--- src/rtl/data_path_if.sv ---
// Bus bundle between the control unit / load path and the execution datapath.
// Status flags exist only when DATAPATH_FLAGS_EN is defined.
interface data_path_if #(
   parameter int WIDTH = 32
);
   logic [WIDTH-1:0] ir;
   logic [WIDTH-1:0] data_in;
   logic             wEn;
   logic             registerFileSelect;
   logic [WIDTH-1:0] ra_data;
   logic [WIDTH-1:0] rb_data;
   logic [WIDTH-1:0] alu_out;
`ifdef DATAPATH_FLAGS_EN
   logic             zero;
   logic             neg;
   logic             carry;
   logic             ovf;
`endif

   modport master (
      output ir, data_in, wEn, registerFileSelect,
      input  ra_data, rb_data, alu_out
`ifdef DATAPATH_FLAGS_EN
      , zero, neg, carry, ovf
`endif
   );

   modport slave (
      input  ir, data_in, wEn, registerFileSelect,
      output ra_data, rb_data, alu_out
`ifdef DATAPATH_FLAGS_EN
      , zero, neg, carry, ovf
`endif
   );
endinterface

--- src/rtl/data_path.sv ---
// Execution datapath: 32-entry register file, operand-B mux, ALU, write-back mux.
// Optional status flags (zero/neg/carry/ovf) are built when DATAPATH_FLAGS_EN is defined.
module data_path #(
   parameter int WIDTH = 32
) (
   input  logic       clk,
   input  logic       rst_n,
   data_path_if.slave bus
);
   localparam logic [3:0] OP_ADD  = 4'b0000;
   localparam logic [3:0] OP_SUB  = 4'b0001;
   localparam logic [3:0] OP_AND  = 4'b1000;
   localparam logic [3:0] OP_OR   = 4'b1001;
   localparam logic [3:0] OP_XOR  = 4'b1010;
   localparam logic [3:0] OP_XNOR = 4'b1011;
   localparam logic [3:0] OP_SHL  = 4'b1100;
   localparam logic [3:0] OP_SHR  = 4'b1101;
   localparam logic [3:0] OP_SRA  = 4'b1110;

   logic             lit_sel;
   logic [3:0]       opcode;
   logic [4:0]       rc_addr;
   logic [4:0]       ra_addr;
   logic [4:0]       rb_addr;
   logic [WIDTH-1:0] lit_ext;
   logic [WIDTH-1:0] op_a;
   logic [WIDTH-1:0] op_b;
   logic [4:0]       shamt;
   logic [WIDTH-1:0] alu_res;
   logic [WIDTH-1:0] wb_data;
   logic             unused_ir_hi;

   logic [WIDTH-1:0] regs_q [32];
   logic [WIDTH-1:0] regs_d [32];

   assign lit_sel      = bus.ir[30];
   assign opcode       = bus.ir[29:26];
   assign rc_addr      = bus.ir[25:21];
   assign ra_addr      = bus.ir[20:16];
   assign rb_addr      = bus.ir[15:11];
   assign lit_ext      = {{(WIDTH-16){bus.ir[15]}}, bus.ir[15:0]};
   assign unused_ir_hi = |bus.ir[WIDTH-1:31];

   assign op_a  = regs_q[ra_addr];
   assign op_b  = lit_sel ? lit_ext : regs_q[rb_addr];
   assign shamt = op_b[4:0];

   always_comb begin
      alu_res = '0;
      case (opcode)
         OP_ADD:  alu_res = op_a + op_b;
         OP_SUB:  alu_res = op_a - op_b;
         OP_AND:  alu_res = op_a & op_b;
         OP_OR:   alu_res = op_a | op_b;
         OP_XOR:  alu_res = op_a ^ op_b;
         OP_XNOR: alu_res = ~(op_a ^ op_b);
         OP_SHL:  alu_res = op_a << shamt;
         OP_SHR:  alu_res = op_a >> shamt;
         OP_SRA:  alu_res = WIDTH'($signed(op_a) >>> shamt);
         default: alu_res = '0;
      endcase
   end

   assign wb_data     = bus.registerFileSelect ? bus.data_in : alu_res;
   assign bus.alu_out = alu_res;
   assign bus.ra_data = regs_q[ra_addr];
   assign bus.rb_data = regs_q[rb_addr];

   // wEn gates the address compare first so undefined ir bits cannot select a register.
   always_comb begin
      for (int i = 0; i < 32; i++) begin
         regs_d[i] = regs_q[i];
         if (bus.wEn && (rc_addr == 5'(i))) begin
            regs_d[i] = wb_data;
         end
      end
   end

   always_ff @(posedge clk or negedge rst_n) begin
      if (!rst_n) begin
         for (int i = 0; i < 32; i++) begin
            regs_q[i] <= '0;
         end
      end else begin
         for (int i = 0; i < 32; i++) begin
            regs_q[i] <= regs_d[i];
         end
      end
   end

`ifdef DATAPATH_FLAGS_EN
   // Unsigned wrap of the sum marks carry-out; a >= b unsigned means no borrow.
   always_comb begin
      bus.zero  = (alu_res == '0);
      bus.neg   = alu_res[WIDTH-1];
      bus.carry = 1'b0;
      bus.ovf   = 1'b0;
      case (opcode)
         OP_ADD: begin
            bus.carry = (alu_res < op_a);
            bus.ovf   = (op_a[WIDTH-1] == op_b[WIDTH-1]) && (alu_res[WIDTH-1] != op_a[WIDTH-1]);
         end
         OP_SUB: begin
            bus.carry = (op_a >= op_b);
            bus.ovf   = (op_a[WIDTH-1] != op_b[WIDTH-1]) && (alu_res[WIDTH-1] != op_a[WIDTH-1]);
         end
         default: begin
            bus.carry = 1'b0;
            bus.ovf   = 1'b0;
         end
      endcase
   end
`endif
endmodule

--- src/flat_wrapper.sv ---
// flat-port wrapper written by rule: the top's interface ports become plain ports
module data_path_flat 
#(
   parameter int WIDTH = 32
)
  (clk, rst_n, bus_ir, bus_data_in, bus_wEn, bus_registerFileSelect, bus_ra_data, bus_rb_data, bus_alu_out);
  data_path_if #(.WIDTH(WIDTH)) bus_i ();
  input  logic clk;
  input  logic rst_n;
  input wire logic [$bits(bus_i.ir)-1:0] bus_ir;
  input wire logic [$bits(bus_i.data_in)-1:0] bus_data_in;
  input wire logic [$bits(bus_i.wEn)-1:0] bus_wEn;
  input wire logic [$bits(bus_i.registerFileSelect)-1:0] bus_registerFileSelect;
  output wire logic [$bits(bus_i.ra_data)-1:0] bus_ra_data;
  output wire logic [$bits(bus_i.rb_data)-1:0] bus_rb_data;
  output wire logic [$bits(bus_i.alu_out)-1:0] bus_alu_out;
  assign bus_i.ir = bus_ir;
  assign bus_i.data_in = bus_data_in;
  assign bus_i.wEn = bus_wEn;
  assign bus_i.registerFileSelect = bus_registerFileSelect;
  assign bus_ra_data = bus_i.ra_data;
  assign bus_rb_data = bus_i.rb_data;
  assign bus_alu_out = bus_i.alu_out;
  data_path #(.WIDTH(WIDTH)) u_core (.clk(clk), .rst_n(rst_n), .bus(bus_i));
endmodule
--- config.mk ---
export PLATFORM = sky130hd
export DESIGN_NAME = data_path_flat
export DESIGN_NICKNAME = d
export VERILOG_FILES = /design/src/rtl/data_path_if.sv /design/src/rtl/data_path.sv /design/src/flat_wrapper.sv
export SDC_FILE = /design/constraint.sdc
export NUM_CORES = 2
export LEC_CHECK = 0
export CAP_MARGIN = 20
export CELL_PAD_IN_SITES_DETAIL_PLACEMENT = 1
export CELL_PAD_IN_SITES_GLOBAL_PLACEMENT = 1
export CORE_MARGIN = 2
export CORE_UTILIZATION = 50
export DETAILED_ROUTE_END_ITERATION = 16
export HOLD_SLACK_MARGIN = 0.06
export PLACE_DENSITY_LB_ADDON = 0.25
export SLEW_MARGIN = 20
export SYNTH_ARGS = -nofsm -noshare
export SYNTH_HDL_FRONTEND = slang
export SYNTH_SLANG_ARGS = --single-unit
--- constraint.sdc ---
create_clock -name clk -period 12.6 [get_ports clk]
set_input_delay 2.52 -clock clk [delete_from_list [all_inputs] [get_ports clk]]
set_output_delay 2.52 -clock clk [all_outputs]
set_load 0.005 [all_outputs]
==> results_dict.tcl <==
set metrics [dict create \
    place_hpwl_mm 174 \
    avgSynthCellArea_um2 9.62 \
    final_common_cell "nand2_1" \
    fin_crit_sh_pct 96.8 \
    totalWireLength_mm 273 \
    core_area_mm2 0.125 \
    slowest_delay_ps 640 \
    p_per_area_mw_per_mm2 159 \
    cp.arrival_ps 9680 \
    grt_pass1_vias 59700 \
    timing.final.crit_period_ps 12200 \
    syn-num-nets 6741 \
    fin_setup_tns_ps 0 \
    swShare_pct 35.4 \
    worstHoldStart "u_core.regs_q[518]$_DFFE_PN0P_" \
    syn_area_mm2 0.0632 \
    drt-initial-drc-count 6608 \
    maxCapViolations 0 \
    path_class "input port to output pin" \
    die-area_mm2 0.129 \
    synth_edf_count 0 \
    r2r_start "u_core.regs_q[778]$_DFFE_PN0P_" \
    hp-class "flip-flop to flip-flop" \
    cts_setup_buffers 0 \
    crit_path_start "bus_ir[12]" \
    max_freq_mhz 82.0 \
    area_delta_synth_final_pct 11.0 \
    root_buffer "clkbuf_16" \
    numCtsBuffers 109 \
    crit_required_ps 10080 \
    grt_pass1_wl_mm 400 \
    numPortBuffers 162 \
    grt_util_all_layers_pct 41.7 \
    syn_inst 6568 \
    die_w_um 359 \
    cts_sinks 1024 \
    nets 6638 \
    cts_tree "done" \
    endpoint_kind "output pin" \
    critPathTopFamily "compound AO/OA/AOI/OAI gates" \
    antenna_found_initial 16 \
    clock_path_buffers 3 \
    critPathSlowestCell "and4_1" \
    gp_congestion 1.02 \
    rsz0062_at_grt "false" \
    slew_headroom_pct 17.3 \
    status "finished clean" \
    worst-slew-pin-transition_ps 1240 \
    critPathMaxFanout 52 \
    drv_slew 0 \
    dr.pass1.iters 6 \
    cts.clk_slew.worst_paths_ps 50 \
    p_seq_share_pct 40.5 \
    cts_hold_buf 0 \
    ys_async_sr_fraction_pct 100 \
    clock-skew-final_ps 53.0 \
    clock_power_share_pct 30.2 \
    crit_buf_inv 7 \
    clock_latency_ps 760 \
    p_leak_nw 31.5 \
    ios 164 \
    largest_register_ffs 1024 \
    die_h_um 359 \
    ys_types 107 \
    vias 57100 \
    peakVddDrop_mv 0.110 \
    ys_warn_count 0 \
    ant_nets 0 \
    gr-total-overflow 0 \
    start_kind "input port" \
    pwr-share-comb_pct 29.2 \
    cts_max_level 3 \
    route.detailed.drc 0 \
    ys_seq_area_share_pct 40.6 \
    power_mw 11.2 \
    intPower_mw 7.21 \
    hold_violations 0 \
    final_layout_size_suffix_gt1_share_pct 13.5 \
    power_switching_mw 3.95 \
    start_util_pct 50.4 \
    ys.flop_type "dfrtp_1" \
    rows 130 \
    grt_max_degree 167 \
    finalSetupViolCount 0 \
    final_cell_mix "1,149 x nand2_1, 1,024 x dfrtp_1, 995 x o21ai_0" \
    ys_ff_latch 1024 \
    wl_per_cell_um 33.3 \
    top_regs "u_core.regs_q (1024)" \
    post_cts_resized 0 \
    regMostFlops "u_core.regs_q" \
    via_per_inst 6.95 \
]
==> logic make-up (layout without fill, tap and decap cells) <==
kind of cell | Yosys count | count (layout) | synth area share [%]
AO/OA/AOI/OAI | 1990 | 1990 | 19.3
XOR/XNOR | 88 | 88 | 1.22
adder cells (fa/ha/maj) | 105 | 105 | 2.09
buffers and inverters | 708 | 694 | 5.34
flip-flops | 1024 | 1024 | 40.6
multiplexers | 999 | 999 | 20.5
other | 0 | 6 | 0
AND/OR/NAND/NOR | 1654 | 1654 | 11.0
==> metal layers <==
metal | vias up | part of all wire, % | GRT usage [%]
met5 | - | 0.034 | 0
met4 | 14 | 7.4 | 27.2
met3 | 933 | 9.8 | 10.3
met2 | 3149 | 45 | 64.3
met1 | 29400 | 38 | 52.2
li1 | 23600 | - | -
==> worst paths after layout <==
path	to	slack, ps	cells after the start
worst max register to register	u_core.regs_q[383]$_DFFE_PN0P_	4990	27
min in group asynchronous	u_core.regs_q[155]$_DFFE_PN0P_	1770	1
worst min register to register	u_core.regs_q[518]$_DFFE_PN0P_	500	2
worst min-delay path	u_core.regs_q[518]$_DFFE_PN0P_	500	2
max in group asynchronous	u_core.regs_q[177]$_DFFE_PN0P_	8320	3
worst max-delay path	bus_alu_out[31]	400	30
==> cell usage after synthesis, drive strengths merged, types with 80 or more instances <==
| library cell | count | area [µm²] |
|---|---|---|
| buf | 204 | 1470 |
| a21oi | 204 | 1050 |
| dfrtp | 1024 | 25600 |
| a22oi | 308 | 2310 |
| mux4 | 228 | 5130 |
| nand3 | 111 | 561 |
| clkbuf | 421 | 1580 |
| nand2 | 1174 | 4410 |
| o21ai | 1066 | 5340 |
| mux2i | 710 | 7130 |
| ha | 104 | 1300 |
| inv | 80 | 303 |
| nor2 | 168 | 643 |
==> worst register-to-register path: cells and delay by family, from the launching register on <==
family          cells  cell delay [ps]
xor+xnor            2              330
compound gates      9             2720
buf+inv             4              790
simple gates       10             2340
flops               1              400
mux                 1              490
fa+ha+maj           1              380
==> metrics by stage <==
step	cell area [µm²]	utilization, %	hold WS, ps	instances	setup slack [ps]
6_report	70100	55.9	501	8210	399
5_1_grt	70100	55.9	525	8204	118
4_1_cts	70000	55.8	504	8201	491
3_5_place_dp	66300	52.8	490	8001	513
3_3_place_gp	66300	52.8	476	8001	557
2_1_floorplan	63200	-	461	6568	2210
==> power by group through the flow <==
| stage | Clock [mW] | Sequential, mW | Combinational (mW) |
|---|---|---|---|
| after global routing | 3.51 | 4.59 | 3.51 |
| after floorplan | 0 | 4.34 | 2.06 |
| after CTS | 3.38 | 4.49 | 3.19 |
| final | 3.38 | 4.53 | 3.26 |
| after global placement | 0 | 4.48 | 3.00 |
| after detailed placement | 0 | 4.54 | 3.15 |
==> cell type report <==
cell class                      count  area, µm²
Clock buffer                      169       3340
Fill cell                       13800      55300
Multi-Input combinational cell   4836      34700
Clock inverter                     31        390
Antenna cell                        6       15.0
Timing Repair Buffer              411       3650
Tap cell                         1650       2060
Sequential cell                  1024      25600
Inverter                           83        319
Power figures use the tool's default switching activity.
